===== src/rtl/rs_bank.sv =====
// rs_bank: multi-entry reservation station for the out-of-order OTTER.
//
// Holds DEPTH registered entries. Each entry stores a task (alu_fun and
// mem_type) and three sources. Each source has a tag, a value and a ready
// bit. Every valid entry snoops the CDB each cycle. The oldest entry with all
// sources ready is presented to the functional unit.
//
// Ports:
//   CLK, RST_N (async, active low), FLUSH (sync clear)
//   DISPATCH_VALID/READY, DISPATCH_TASK, T1..T3, A, B, RS2_DATA  - dispatch side
//   cdb_in                                                      - CDB snoop
//   ISSUE_VALID/READY, V1..V3, rd_tag, alu_fun, mem_type        - FU side
//   COUNT, BUSY                                                 - occupancy
//
// Optional feature macro: RS_BANK_CDB_WAKEUP_BYPASS_EN.
//   When defined, a CDB broadcast that completes an entry's last missing
//   source makes that entry selectable in the same cycle.
//   When undefined, select uses only registered ready bits.

package rs_bank_pkg;
    typedef logic [4:0] RS_tag_type;
    localparam RS_tag_type INVALID = 5'd0;

    typedef struct packed {
        logic [6:0] opcode;
        logic [3:0] alu_fun;
        logic [2:0] mem_type;
    } task_t;

    typedef struct packed {
        RS_tag_type  tag;
        logic [31:0] data;
    } cdb_t;
endpackage

module rs_bank
    import rs_bank_pkg::*;
#(
    parameter int unsigned DEPTH    = 4,
    parameter RS_tag_type  TAG_BASE = RS_tag_type'(INVALID + 5'd1),
    localparam int unsigned CW      = $clog2(DEPTH + 1)
) (
    input  logic          CLK,
    input  logic          RST_N,
    input  logic          FLUSH,
    input  logic          DISPATCH_VALID,
    output logic          DISPATCH_READY,
    input  task_t         DISPATCH_TASK,
    input  RS_tag_type    T1,
    input  RS_tag_type    T2,
    input  RS_tag_type    T3,
    input  logic [31:0]   A,
    input  logic [31:0]   B,
    input  logic [31:0]   RS2_DATA,
    input  cdb_t          cdb_in,
    output logic          ISSUE_VALID,
    input  logic          ISSUE_READY,
    output logic [31:0]   V1,
    output logic [31:0]   V2,
    output logic [31:0]   V3,
    output RS_tag_type    rd_tag,
    output logic [3:0]    alu_fun,
    output logic [2:0]    mem_type,
    output logic [CW-1:0] COUNT,
    output logic          BUSY
);

    // Entry state
    logic [DEPTH-1:0] valid_q, valid_d;
    logic [3:0]       alu_q  [DEPTH];
    logic [3:0]       alu_d  [DEPTH];
    logic [2:0]       mem_q  [DEPTH];
    logic [2:0]       mem_d  [DEPTH];
    RS_tag_type       tag_q  [DEPTH][3];
    RS_tag_type       tag_d  [DEPTH][3];
    logic [31:0]      val_q  [DEPTH][3];
    logic [31:0]      val_d  [DEPTH][3];
    logic [2:0]       rdy_q  [DEPTH];
    logic [2:0]       rdy_d  [DEPTH];
    // older_q[j][i] = 1 when entry j was allocated before entry i. This age
    // matrix is the per-entry age rank, so freeing an entry leaves the
    // relative order of the rest unchanged.
    logic [DEPTH-1:0] older_q [DEPTH];
    logic [DEPTH-1:0] older_d [DEPTH];
    logic [CW-1:0]    count_q, count_d;

    logic             cdb_hit;
    logic [2:0]       match   [DEPTH];
    logic [2:0]       eff_rdy [DEPTH];
    logic [31:0]      eff_val [DEPTH][3];
    logic [DEPTH-1:0] cand;
    logic [DEPTH-1:0] sel;
    logic [DEPTH-1:0] alloc;
    logic             disp_fire;
    logic             issue_fire;
    RS_tag_type       disp_tag [3];
    logic [31:0]      disp_val [3];

    assign cdb_hit     = (cdb_in.tag != INVALID);
    assign disp_tag[0] = T1;
    assign disp_tag[1] = T2;
    assign disp_tag[2] = T3;
    assign disp_val[0] = A;
    assign disp_val[1] = B;
    assign disp_val[2] = RS2_DATA;

    // Wake-up match and effective readiness per entry/source
    for (genvar gi = 0; gi < DEPTH; gi++) begin : g_entry
        for (genvar gs = 0; gs < 3; gs++) begin : g_src
            assign match[gi][gs] = cdb_hit && valid_q[gi] && !rdy_q[gi][gs]
                                   && (tag_q[gi][gs] == cdb_in.tag);
`ifdef RS_BANK_CDB_WAKEUP_BYPASS_EN
            assign eff_rdy[gi][gs] = rdy_q[gi][gs] | match[gi][gs];
            assign eff_val[gi][gs] = rdy_q[gi][gs] ? val_q[gi][gs] : cdb_in.data;
`else
            assign eff_rdy[gi][gs] = rdy_q[gi][gs];
            assign eff_val[gi][gs] = val_q[gi][gs];
`endif
        end
        assign cand[gi] = valid_q[gi] & (&eff_rdy[gi]);
    end

    // Oldest-ready select. The age matrix is a strict order, so sel is one-hot or zero.
    always_comb begin
        sel = '0;
        for (int i = 0; i < DEPTH; i++) begin
            logic blocked;
            blocked = 1'b0;
            for (int j = 0; j < DEPTH; j++) begin
                if (cand[j] && older_q[j][i]) blocked = 1'b1;
            end
            sel[i] = cand[i] & ~blocked;
        end
    end

    // Lowest free entry. The choice comes from registered valid bits, so a
    // slot freed this cycle is not reused until the next cycle.
    always_comb begin
        logic found;
        alloc = '0;
        found = 1'b0;
        for (int i = 0; i < DEPTH; i++) begin
            if (!valid_q[i] && !found) begin
                alloc[i] = 1'b1;
                found    = 1'b1;
            end
        end
    end

    // Issue output mux
    always_comb begin
        ISSUE_VALID = |sel;
        V1          = '0;
        V2          = '0;
        V3          = '0;
        rd_tag      = INVALID;
        alu_fun     = '0;
        mem_type    = '0;
        for (int i = 0; i < DEPTH; i++) begin
            if (sel[i]) begin
                V1       = eff_val[i][0];
                V2       = eff_val[i][1];
                V3       = eff_val[i][2];
                rd_tag   = TAG_BASE + RS_tag_type'(i);
                alu_fun  = alu_q[i];
                mem_type = mem_q[i];
            end
        end
    end

    assign BUSY           = (count_q == CW'(DEPTH));
    assign DISPATCH_READY = !BUSY;
    assign COUNT          = count_q;
    assign disp_fire      = DISPATCH_VALID && DISPATCH_READY;
    assign issue_fire     = ISSUE_VALID && ISSUE_READY;

    // Next-state logic
    always_comb begin
        valid_d = valid_q;
        alu_d   = alu_q;
        mem_d   = mem_q;
        tag_d   = tag_q;
        val_d   = val_q;
        rdy_d   = rdy_q;
        older_d = older_q;
        for (int i = 0; i < DEPTH; i++) begin
            for (int s = 0; s < 3; s++) begin
                if (match[i][s]) begin
                    rdy_d[i][s] = 1'b1;
                    val_d[i][s] = cdb_in.data;
                end
            end
            if (issue_fire && sel[i]) valid_d[i] = 1'b0;
            if (disp_fire && alloc[i]) begin
                valid_d[i] = 1'b1;
                alu_d[i]   = DISPATCH_TASK.alu_fun;
                mem_d[i]   = DISPATCH_TASK.mem_type;
                for (int s = 0; s < 3; s++) begin
                    tag_d[i][s] = disp_tag[s];
                    if (disp_tag[s] == INVALID) begin
                        rdy_d[i][s] = 1'b1;
                        val_d[i][s] = disp_val[s];
                    end else if (cdb_hit && (disp_tag[s] == cdb_in.tag)) begin
                        rdy_d[i][s] = 1'b1;
                        val_d[i][s] = cdb_in.data;
                    end else begin
                        rdy_d[i][s] = 1'b0;
                        val_d[i][s] = '0;
                    end
                end
                // The new entry is younger than every other entry.
                for (int j = 0; j < DEPTH; j++) begin
                    older_d[i][j] = 1'b0;
                    older_d[j][i] = (j != i);
                end
            end
        end
        if (FLUSH) valid_d = '0;

        if (FLUSH) count_d = '0;
        else       count_d = count_q + CW'(disp_fire) - CW'(issue_fire);
    end

    always_ff @(posedge CLK or negedge RST_N) begin
        if (!RST_N) begin
            valid_q <= '0;
            count_q <= '0;
            for (int i = 0; i < DEPTH; i++) begin
                alu_q[i]   <= '0;
                mem_q[i]   <= '0;
                rdy_q[i]   <= '0;
                older_q[i] <= '0;
                for (int s = 0; s < 3; s++) begin
                    tag_q[i][s] <= INVALID;
                    val_q[i][s] <= '0;
                end
            end
        end else begin
            valid_q <= valid_d;
            count_q <= count_d;
            alu_q   <= alu_d;
            mem_q   <= mem_d;
            tag_q   <= tag_d;
            val_q   <= val_d;
            rdy_q   <= rdy_d;
            older_q <= older_d;
        end
    end

endmodule


===== config.mk =====
export PLATFORM = sky130hd
export DESIGN_NAME = rs_bank
export DESIGN_NICKNAME = d
export VERILOG_FILES = /design/src/rtl/rs_bank.sv
export SDC_FILE = /design/constraint.sdc
export NUM_CORES = 1
export LEC_CHECK = 0
export ABC_CLOCK_PERIOD_IN_PS = 3400
export CORE_ASPECT_RATIO = 2
export CORE_MARGIN = 2
export CORE_UTILIZATION = 40
export CTS_CLUSTER_SIZE = 30
export DETAILED_ROUTE_END_ITERATION = 16
export GPL_TIMING_DRIVEN = 0
export PLACE_DENSITY_LB_ADDON = 0.3
export SLEW_MARGIN = 25
export SYNTH_ARGS = -nofsm -noshare
export SYNTH_HDL_FRONTEND = slang
export SYNTH_SLANG_ARGS = --single-unit

===== constraint.sdc =====
create_clock -name CLK -period 3.4 [get_ports CLK]
set_input_delay 0.85 -clock CLK [delete_from_list [all_inputs] [get_ports CLK]]
set_output_delay 0.85 -clock CLK [all_outputs]
set_load 0.01 [all_outputs]

==> impl_metrics.ini <==
[placement]
dp_hpwl_mm = 87.4
placedCellCount = 4160
preCtsSetupSlack_ns = -1.28
io_buffers = 247
place_congestion = 0.997

[clock_tree]
cts_sinks = 503
clockBufferDepth = 3
clk_pin_slew_ns = 0.07
clkLatencyLatePin_ns = 0.64
cts_buffers = 50
cts_tree = built
cts-htree-levels = 2
clock-root-buffer = clkbuf_16

[timing]
tightest_slew_ns = 1.16
slew_headroom = 0.224
skew_ns = 0.0313
slew_viol_final = 0
fin_ws_ns = -0.287
clock.fmax_mhz = 271
rsz0062_at_grt = true
min_period_ns = 3.69
min_period_over_period = 1.08
setup_viol = 108
finalHoldViolations = 0

[cells_and_area]
fin_cells = 4312
area_growth_pct = 30.7
drive_gt1_frac = 0.212
fin_nets = 3534
antenna_cells = 0

[setup_path]
cp_top_family = buffers and inverters
cp_num_buf_inv = 5
start_kind = flop
crit_fanout = 7
rr_worst_depth = 7
crit_required_ns = 2.55
critical_path_class = flop to primary output
worstPathArrival_ns = 2.84
cpMaxStageDelayCell = dfrtp_1
crit_top_cell = buf_6
r2r_slack_ns = -0.07
r2r-end = eff_val[156]
path_cells = and4_4 > a21bo_4 > o211ai_4 > buf_6 > buf_12 > buf_12 > buf_6 > o2111ai_4 > o221a_4 > buf_6
worstReg2RegStart = COUNT[2]
end_kind = primary output
cp_slowest_stage_delay_ns = 0.40

[yosys]
ys_ff_latch = 503
synth-edff-count = 0
yosys_most_used_dff = dfrtp_1
synth_cell_types = 53
async_flop_share = 1.00
yosys_warnings = 0
netlist_instances = 2996
synth.yosys.seq_area_share = 0.445
syn_area_sq_um = 28300
synth_area_per_cell_sq_um = 9.44

[global_route]
antenna_found_initial = 1
grt_first_pass_wirelength_mm = 180
grt_max_degree = 87
grt_usage = 0.337
globalRouteOverflowTotal = 0
grt_pass1_vias = 26725

[floorplan]
fp-row-count = 138
die_h_um = 380
core_sq_um = 70400
die_x_um = 192
start_util = 0.402
io_pins = 281
dieArea_sq_um = 73000

[power_and_ir_drop]
p_seq_frac = 0.444
leakagePower_nw = 17.2
total_power_mw = 16.7
power_per_cell_area_nw_per_um2 = 451
vdd_drop_max_v = 0.000398
p_sw_frac = 0.321
power_frac_clock = 0.344
switchingPower_mw = 5.35
p_int_mw = 11.3
combPwrFrac = 0.212

[drt]
ant_nets = 0
wirelength_mm = 126
routedWlPerCell_um = 29.2
drc = 0
vias_per_cell = 6.32
vias = 27266
drt_first_pass_iters = 7
drtIter0Drc = 3201

[outcome]
violations = negative setup slack
status = finished with violations

[hold_path]
min_path_type = input port to asynchronous set/reset pin

[run]
drv_cap = 0
-- per-layer routing --
metal / vias up / track usage / part of all wire / wire length (um)
li1: 11382 / - / - / -
met1: 13353 / 0.432 / 0.37 / 46500
met2: 2040 / 0.496 / 0.43 / 53900
met3: 489 / 0.0867 / 0.12 / 14700
met4: 2 / 0.227 / 0.088 / 11100
met5: - / 0 / 0.000056 / 7
-- per-stage QoR --
step	TNS [ns]	area, sq um	util	hold slack (ns)
after floorplan	0	28300	-	0.446
after global placement	-	31900	0.453	0.459
after detailed placement	-277.91	32100	0.456	0.472
after CTS	-26.74	35600	0.505	0.118
after global routing	-19.19	37000	0.525	0.139
final	-17.42	37000	0.525	0.119
-- state kept, by name (all words and copies together) (netlist names) --
register	flops
alu_q	16
COUNT	3
eff_val	384
older_q	12
mem_q	12
eff_rdy	12
tag_q	60
valid_q	4
-- cells in the final DEF, fill, tap and decap left out, types with 45 or more instances in the layout --
master,count
clkbuf_1,102
buf_6,137
nand3_1,197
o211ai_1,89
buf_12,45
o32ai_1,94
clkbuf_16,65
nor2_1,116
a21oi_1,102
buf_4,55
o221a_4,87
mux2i_1,295
o21ai_1,206
o2111ai_2,53
inv_1,237
xnor2_1,64
clkdlybuf4s50_1,139
nand2_1,421
buf_2,87
dfrtp_1,497
-- cells by family after synthesis --
| logic type | Yosys count | share of synthesized area |
|---|---|---|
| xor gates and xnor gates | 77 | 0.0238 |
| adders and majority gates | 3 | 0.00159 |
| DFF | 503 | 0.445 |
| muxes | 339 | 0.122 |
| buffers and inverters | 550 | 0.0952 |
| and+or+nand+nor | 782 | 0.120 |
| AOI/OAI and AO/OA | 741 | 0.193 |
| other | 1 | 0.000133 |
-- repair_timing --
action                     in CTS  in global routing
hold buffers                    0                  0
buffers inserted               32                 30
setup endpoints to repair     228                135
cloned                          6                  9
resized for setup             767                277
pin swaps                      45                 49
-- how the worst max path moves through the flow --
stage,depth (start not counted),startpoint,to
after global routing,10,eff_rdy[3],V2[5]
final,10,eff_rdy[7],V2[5]
after global placement,1,RST_N,eff_val[173]
after CTS,10,valid_q[0],V2[8]
after floorplan,16,valid_q[2],COUNT[2]
after detailed placement,8,valid_q[2],V2[27]
-- Yosys cell counts (9+ instances only) --
library cell | n | share of area
o32ai_1 | 96 | 0.030
mux2_2 | 44 | 0.018
clkbuf_1 | 149 | 0.020
dfrtp_1 | 503 | 0.44
buf_12 | 15 | 0.011
nor2_1 | 117 | 0.016
nand3_1 | 198 | 0.035
nand4_1 | 14 | 0.0031
buf_4 | 10 | 0.0027
nand2_1 | 423 | 0.056
a21oi_1 | 104 | 0.018
a22oi_1 | 9 | 0.0024
o221a_2 | 73 | 0.029
o21ai_1 | 206 | 0.036
o2111ai_1 | 103 | 0.032
buf_2 | 91 | 0.016
xnor2_1 | 64 | 0.020
buf_1 | 19 | 0.0025
mux2i_1 | 295 | 0.10
o211ai_1 | 89 | 0.024
o21ai_0 | 11 | 0.0019
o221a_1 | 30 | 0.012
inv_1 | 238 | 0.032
buf_6 | 22 | 0.0088
xor2_1 | 13 | 0.0040
-- area by class of cell --
class	count	area (sq um)
buffer	301	2410
fill	6372	33500
clock inverter	11	109
multi-input combinational	1945	14700
tap	910	1140
timing repair buffer	325	3630
sequential	503	12600
inverter	238	897
clock buffer	79	1500
-- worst register-to-register path: cells and delay by family (launching register included) --
kind	cells	cell delay, ns
compound gates	1	0.16
buf+inv	2	1.40
flops	1	0.40
simple gates	4	1.42
-- power groups by stage --
stage                     registers, mW  logic [mW]  clock network [mW]
after CTS                          7.37        3.27                5.74
final                              7.40        3.53                5.74
after floorplan                    7.31        1.84                   0
after global routing               7.48        3.74                5.99
after detailed placement           7.46        3.13                   0
after global placement             7.45        3.03                   0
No activity file was read; power rests on OpenSTA's default activity.
